[src/rtl/ps2_tx.sv]
// PS/2 host-to-device transmitter: inhibit, request-to-send, 11-bit frame, ACK check.
// Optional macro PS2_TX_TIMEOUT_EN adds a watchdog on device clock edges.
module ps2_tx #(
  parameter int unsigned INHIBIT_CYCLES = 5000,
  parameter int unsigned TIMEOUT_CYCLES = 1000000
) (
  input  logic       clk,
  input  logic       rst_n,
  input  logic       ps2clk,
  input  logic       ps2data,
  input  logic       start,
  input  logic [7:0] din,
  output logic       ps2clk_oe,
  output logic       ps2data_oe,
  output logic       busy,
  output logic       done,
  output logic       err
);

  localparam int unsigned MaxCycles =
      (INHIBIT_CYCLES > TIMEOUT_CYCLES) ? INHIBIT_CYCLES : TIMEOUT_CYCLES;
  localparam int unsigned CntW = $clog2(MaxCycles + 1);
  localparam logic [CntW-1:0] CntMax  = {CntW{1'b1}};
  localparam logic [CntW-1:0] InhLast = CntW'(INHIBIT_CYCLES - 1);
`ifdef PS2_TX_TIMEOUT_EN
  localparam logic [CntW-1:0] ToLast  = CntW'(TIMEOUT_CYCLES - 1);
`endif

  typedef enum logic [2:0] {
    StIdle, StInhibit, StReq, StData, StParity, StStop, StAck, StWaitRel
  } state_e;

  state_e          r_state, w_state_d;
  logic [1:0]      r_clk_sync, r_data_sync;
  logic            r_clk_prev;
  logic [7:0]      r_shift, w_shift_d;
  logic            r_parity, w_parity_d;
  logic            r_tx_bit, w_tx_bit_d;
  logic [2:0]      r_bit_cnt, w_bit_cnt_d;
  logic [CntW-1:0] r_cnt, w_cnt_d;
  logic            r_ack, w_ack_d;

  logic            w_clk_s, w_data_s, w_fe;
  logic [CntW-1:0] w_cnt_inc;

  assign w_clk_s   = r_clk_sync[1];
  assign w_data_s  = r_data_sync[1];
  assign w_fe      = r_clk_prev & ~w_clk_s;
  assign w_cnt_inc = (r_cnt == CntMax) ? r_cnt : r_cnt + CntW'(1);

  always_ff @(posedge clk) begin
    if (!rst_n) begin
      r_state     <= StIdle;
      r_clk_sync  <= 2'b11;
      r_data_sync <= 2'b11;
      r_clk_prev  <= 1'b1;
      r_shift     <= '0;
      r_parity    <= 1'b0;
      r_tx_bit    <= 1'b0;
      r_bit_cnt   <= '0;
      r_cnt       <= '0;
      r_ack       <= 1'b0;
    end else begin
      r_state     <= w_state_d;
      r_clk_sync  <= {r_clk_sync[0], ps2clk};
      r_data_sync <= {r_data_sync[0], ps2data};
      r_clk_prev  <= w_clk_s;
      r_shift     <= w_shift_d;
      r_parity    <= w_parity_d;
      r_tx_bit    <= w_tx_bit_d;
      r_bit_cnt   <= w_bit_cnt_d;
      r_cnt       <= w_cnt_d;
      r_ack       <= w_ack_d;
    end
  end

  always_comb begin
    w_state_d   = r_state;
    w_shift_d   = r_shift;
    w_parity_d  = r_parity;
    w_tx_bit_d  = r_tx_bit;
    w_bit_cnt_d = r_bit_cnt;
    w_cnt_d     = r_cnt;
    w_ack_d     = r_ack;
    unique case (r_state)
      StIdle: begin
        if (start) begin
          w_shift_d   = din;
          w_parity_d  = ~^din;
          w_bit_cnt_d = '0;
          w_cnt_d     = '0;
          w_state_d   = StInhibit;
        end
      end
      StInhibit: begin
        if (r_cnt >= InhLast) begin
          w_cnt_d   = '0;
          w_state_d = StReq;
        end else begin
          w_cnt_d = w_cnt_inc;
        end
      end
      StReq: begin
        if (w_fe) begin
          w_tx_bit_d  = r_shift[0];
          w_shift_d   = {1'b0, r_shift[7:1]};
          w_bit_cnt_d = '0;
          w_state_d   = StData;
        end
      end
      StData: begin
        if (w_fe) begin
          if (r_bit_cnt == 3'd7) begin
            w_tx_bit_d = r_parity;
            w_state_d  = StParity;
          end else begin
            w_tx_bit_d  = r_shift[0];
            w_shift_d   = {1'b0, r_shift[7:1]};
            w_bit_cnt_d = r_bit_cnt + 3'd1;
          end
        end
      end
      StParity: if (w_fe) w_state_d = StStop;
      StStop: begin
        if (w_fe) begin
          w_ack_d   = ~w_data_s;
          w_state_d = StAck;
        end
      end
      StAck:     if (w_clk_s && w_data_s) w_state_d = StWaitRel;
      StWaitRel: w_state_d = StIdle;
      default:   w_state_d = StIdle;
    endcase
`ifdef PS2_TX_TIMEOUT_EN
    // Watchdog: any device-clocked state without an fe for TIMEOUT_CYCLES reports err.
    if (r_state inside {StReq, StData, StParity, StStop, StAck}) begin
      if (w_fe) begin
        w_cnt_d = '0;
      end else if (r_cnt >= ToLast && w_state_d != StWaitRel) begin
        w_ack_d   = 1'b0;
        w_state_d = StWaitRel;
      end else begin
        w_cnt_d = w_cnt_inc;
      end
    end
`endif
  end

  assign ps2clk_oe  = (r_state == StInhibit);
  assign ps2data_oe = (r_state == StReq) ||
                      (((r_state == StData) || (r_state == StParity)) && !r_tx_bit);
  assign busy       = (r_state != StIdle) && (r_state != StWaitRel);
  assign done       = (r_state == StWaitRel) && r_ack;
  assign err        = (r_state == StWaitRel) && !r_ack;

endmodule

[config.mk]
export PLATFORM = sky130hd
export DESIGN_NAME = ps2_tx
export DESIGN_NICKNAME = d
export VERILOG_FILES = /design/src/rtl/ps2_tx.sv
export SDC_FILE = /design/constraint.sdc
export NUM_CORES = 1
export LEC_CHECK = 0
export CORE_AREA = 3 3 64 66
export CTS_BUF_LIST = sky130_fd_sc_hd__clkbuf_4
export DETAILED_ROUTE_END_ITERATION = 7
export DIE_AREA = 0 0 67 69
export PLACE_DENSITY = 0.8
export SYNTH_ARGS = -nofsm -noshare
export SYNTH_HDL_FRONTEND = slang
export SYNTH_SLANG_ARGS = --single-unit
[constraint.sdc]
create_clock -name clk -period 2.02 [get_ports clk]
set_input_delay 0.303 -clock clk [delete_from_list [all_inputs] [get_ports clk]]
set_output_delay 0.303 -clock clk [all_outputs]
set_load 0.03 [all_outputs]
==> results.toml <==
[run_status]
status = "completed"

[cts]
clk_latency_ns = 0.36
ctsResizeCount = 1
clock-root-buffer = "clkbuf_4"
cts_made_buffers = 5
cts.sinks = 42
postCtsSetupRepairBufs = 0
clock_path_buffers = 2
cts_tree = "yes"
clkTransAtPathRegs_ns = 0.12
cts_max_level = 2
holdBufCountCts = 0

[finish]
antenna_cells = 0
area_delta_synth_final_pct = 15.7
fin_nets = 285
drive_gt1_share_pct = 13.0
final_util_pct = 65.9
stdcell_area_mm2 = 0.00239
final_cells = 318

[timing]
hold-worst-slack_ns = 0.423
hold_viol_final = 0
min_period_ns = 1.86
slew_viol_final = 0
timing.fmax_ghz = 0.539
setup-tns-final_ns = 0
slew_headroom_pct = 72.9
finalClockSkew_ns = 0.00381
rsz0062_at_grt = "no"
setup_viol = 0
max_slew.worst_pin.slew_ns = 0.406
finalCritPeriodShare_pct = 91.9

[floorplan]
ioPinCount = 18
die-area_mm2 = 0.00462
num_rows = 22
fp.coreArea_mm2 = 0.00363
start_util_pct = 57.0
die_x_um = 67
die_y_um = 69

[logic_synthesis]
ys_seq_area_share_pct = 40.6
synth_xor_area_share_pct = 3.39
synthTopCellsByArea = "dfxtp_1, nand2_1, nor2_1, a311oi_1, a21oi_1"
syn_area_mm2 = 0.00207
synth_nets = 261
yosys.area_share.simple_pct = 30.4
synthCells = 245
synth_top_area_share_pct = 40.6
yosys.area.top_type = "dfxtp_1"
ys_ff_latch = 42
ys.flop_type = "dfxtp_1"
synth-edff-count = 0
synth_cell_types = 51
synthMuxAreaShare_pct = 1.45
synth_compound_area_share_pct = 19.5
synth_adder_area_share_pct = 1.81
yosys_warnings = 0
syn_avg_cell_area_um2 = 8.45
synth_top_family_by_area = "simple AND/OR/NAND/NOR gates"
async_flop_share_pct = 0

[critical_path]
cpMostUsedCell = "buf_4"
crit_arrival_ns = 1.55
ff2ff_setup_slack_ns = 0.27
slowest_delay_ns = 0.42
cp-end-kind = "output port"
reg2reg_depth = 5
path_buf_inv = 2
critPathKind = "flip-flop to output port"
cp_cell_sequence = "buf_4, nor2b_1, a21oi_1, o22ai_1, buf_4"
critPathTopFamily = "flip-flops"
crit_fanout = 13
crit_required_ns = 1.72
r2r-end = "r_cnt[5]"
r2r-start = "r_cnt[13]"
worst_path_max_delay_cell = "dfxtp_1"
crit_path_start_kind = "flip-flop"

[grt]
grt_pass1_wl_mm = 7.08
grt_pass1_vias = 1594
grt_usage_pct = 19.4
grt_overflow = 0
antenna_found_initial = 0
grt_max_degree = 19

[routing]
drt_pass1_iterations = 4
antenna_left = 0
drt_iter0_markers = 110
wl_per_cell_um = 13.0
viasPerCell = 5.77
wirelength_mm = 4.12
vias = 1835
drcViolationCount = 0

[hold_path]
whs_endpoint = "r_clk_sync[1]"
hp-start = "r_clk_sync[0]"
holdPathStages = 1
hold_path.class = "flip-flop to flip-flop"

[power_and_ir_drop]
p_clk_share_pct = 16.7
swShare_pct = 39.4
p_leak_nw = 0.884
power.switching_w = 0.000959
p_int_w = 0.00147
peakVddDrop_v = 0.000502
p_per_area_mw_per_mm2 = 1020
pwr-share-comb_pct = 43.0
sequentialPowerShare_pct = 40.3

[place]
place_area_mm2 = 0.00234
dp_hpwl_mm = 2.90
place.gp.congestion = 0.860
place_inst = 310
port-buffer-count = 17

[flow_run]
drv_cap = 0
[synth_stat cells, types with 6 or more instances]
master / number
dfxtp_1: 42
nand2_1: 30
nor2_1: 24
a21oi_1: 16
nor3_1: 11
a311oi_1: 10
nand2b_1: 8
nand3_1: 8
o21ai_0: 8
and3_1: 7
xnor2_1: 7
nand4_1: 6
[worst register-to-register path, delay by kind of cell (launching register included)]
family	cells	cell delay [ns]
AND/OR/NAND/NOR	3	0.90
AO/OA/AOI/OAI	2	0.41
flip-flops	1	0.36
[layout by cell type (no fill, tap or decap), types with 6 or more instances in the layout]
| cell type | count |
|---|---|
| dfxtp_1 | 42 |
| nand2_1 | 30 |
| nor2_1 | 24 |
| a21oi_1 | 16 |
| buf_4 | 14 |
| clkdlybuf4s50_1 | 12 |
| nor3_1 | 11 |
| a311oi_1 | 10 |
| nand2b_1 | 8 |
| o21ai_0 | 8 |
| nand3_1 | 8 |
| and3_1 | 7 |
| xnor2_1 | 7 |
| nand4_1 | 6 |
[state kept, by name, summed over array words and instances (netlist names)]
name,flops
r_ack,1
r_bit_cnt,3
r_clk_prev,1
r_clk_sync,2
r_cnt,20
r_data_sync,2
r_parity,1
r_shift,8
r_state,3
r_tx_bit,1
[stage by stage]
stage	power [W]	setup slack, ns
2_1_floorplan	0.00171	0.113
4_1_cts	0.00245	0.0391
5_1_grt	0.00262	0.0301
3_3_place_gp	0.00205	0.270
6_report	0.00243	0.164
3_5_place_dp	0.00206	0.220
[layer usage]
layer,GRT usage (%),vias up,part of all wire (%)
met5,0,-,0
met4,8.56,0,2.2
met3,5.05,11,4.2
met2,27.5,33,44
met1,27.3,841,50
li1,-,950,-
[power by group through the flow]
| stage | combinational, W | sequential, W | clock [W] |
|---|---|---|---|
| after global routing | 0.00117 | 0.000993 | 0.000461 |
| final | 0.00105 | 0.000980 | 0.000407 |
| after global placement | 0.00105 | 0.000998 | 0 |
| after detailed placement | 0.00106 | 0.000999 | 0 |
| after floorplan | 0.000728 | 0.000983 | 0 |
| after CTS | 0.00105 | 0.000980 | 0.000424 |
[layout make-up]
cell class / instances / area [um2]
Fill cell: 335 / 1240
Multi-Input combinational cell: 190 / 1170
Sequential cell: 42 / 841
Timing Repair Buffer: 29 / 267
Tap cell: 48 / 60.1
Clock buffer: 5 / 37.5
Clock inverter: 3 / 16.3
Inverter: 1 / 3.75
[logic make-up (layout without fill, tap and decap cells)]
family	after synthesis	in the layout
fa+ha+maj	3	3
compound gates	58	58
mux	3	3
buf+inv	13	38
flops	42	42
simple gates	118	118
xor+xnor	8	8
[how the worst max path moves through the flow]
stage	start	endpoint	slack (ns)	cells past startpoint
finish	r_state[1]	ps2data_oe	0.16	5
global route	r_state[1]	ps2data_oe	0.03	5
CTS	r_state[2]	ps2clk_oe	0.04	2
detailed placement	start	r_state[1]	0.22	5
global placement	start	r_state[1]	0.27	5
floorplan	r_state[2]	r_cnt[5]	0.11	6
Note: power is estimated with default switching activity, not from simulation.
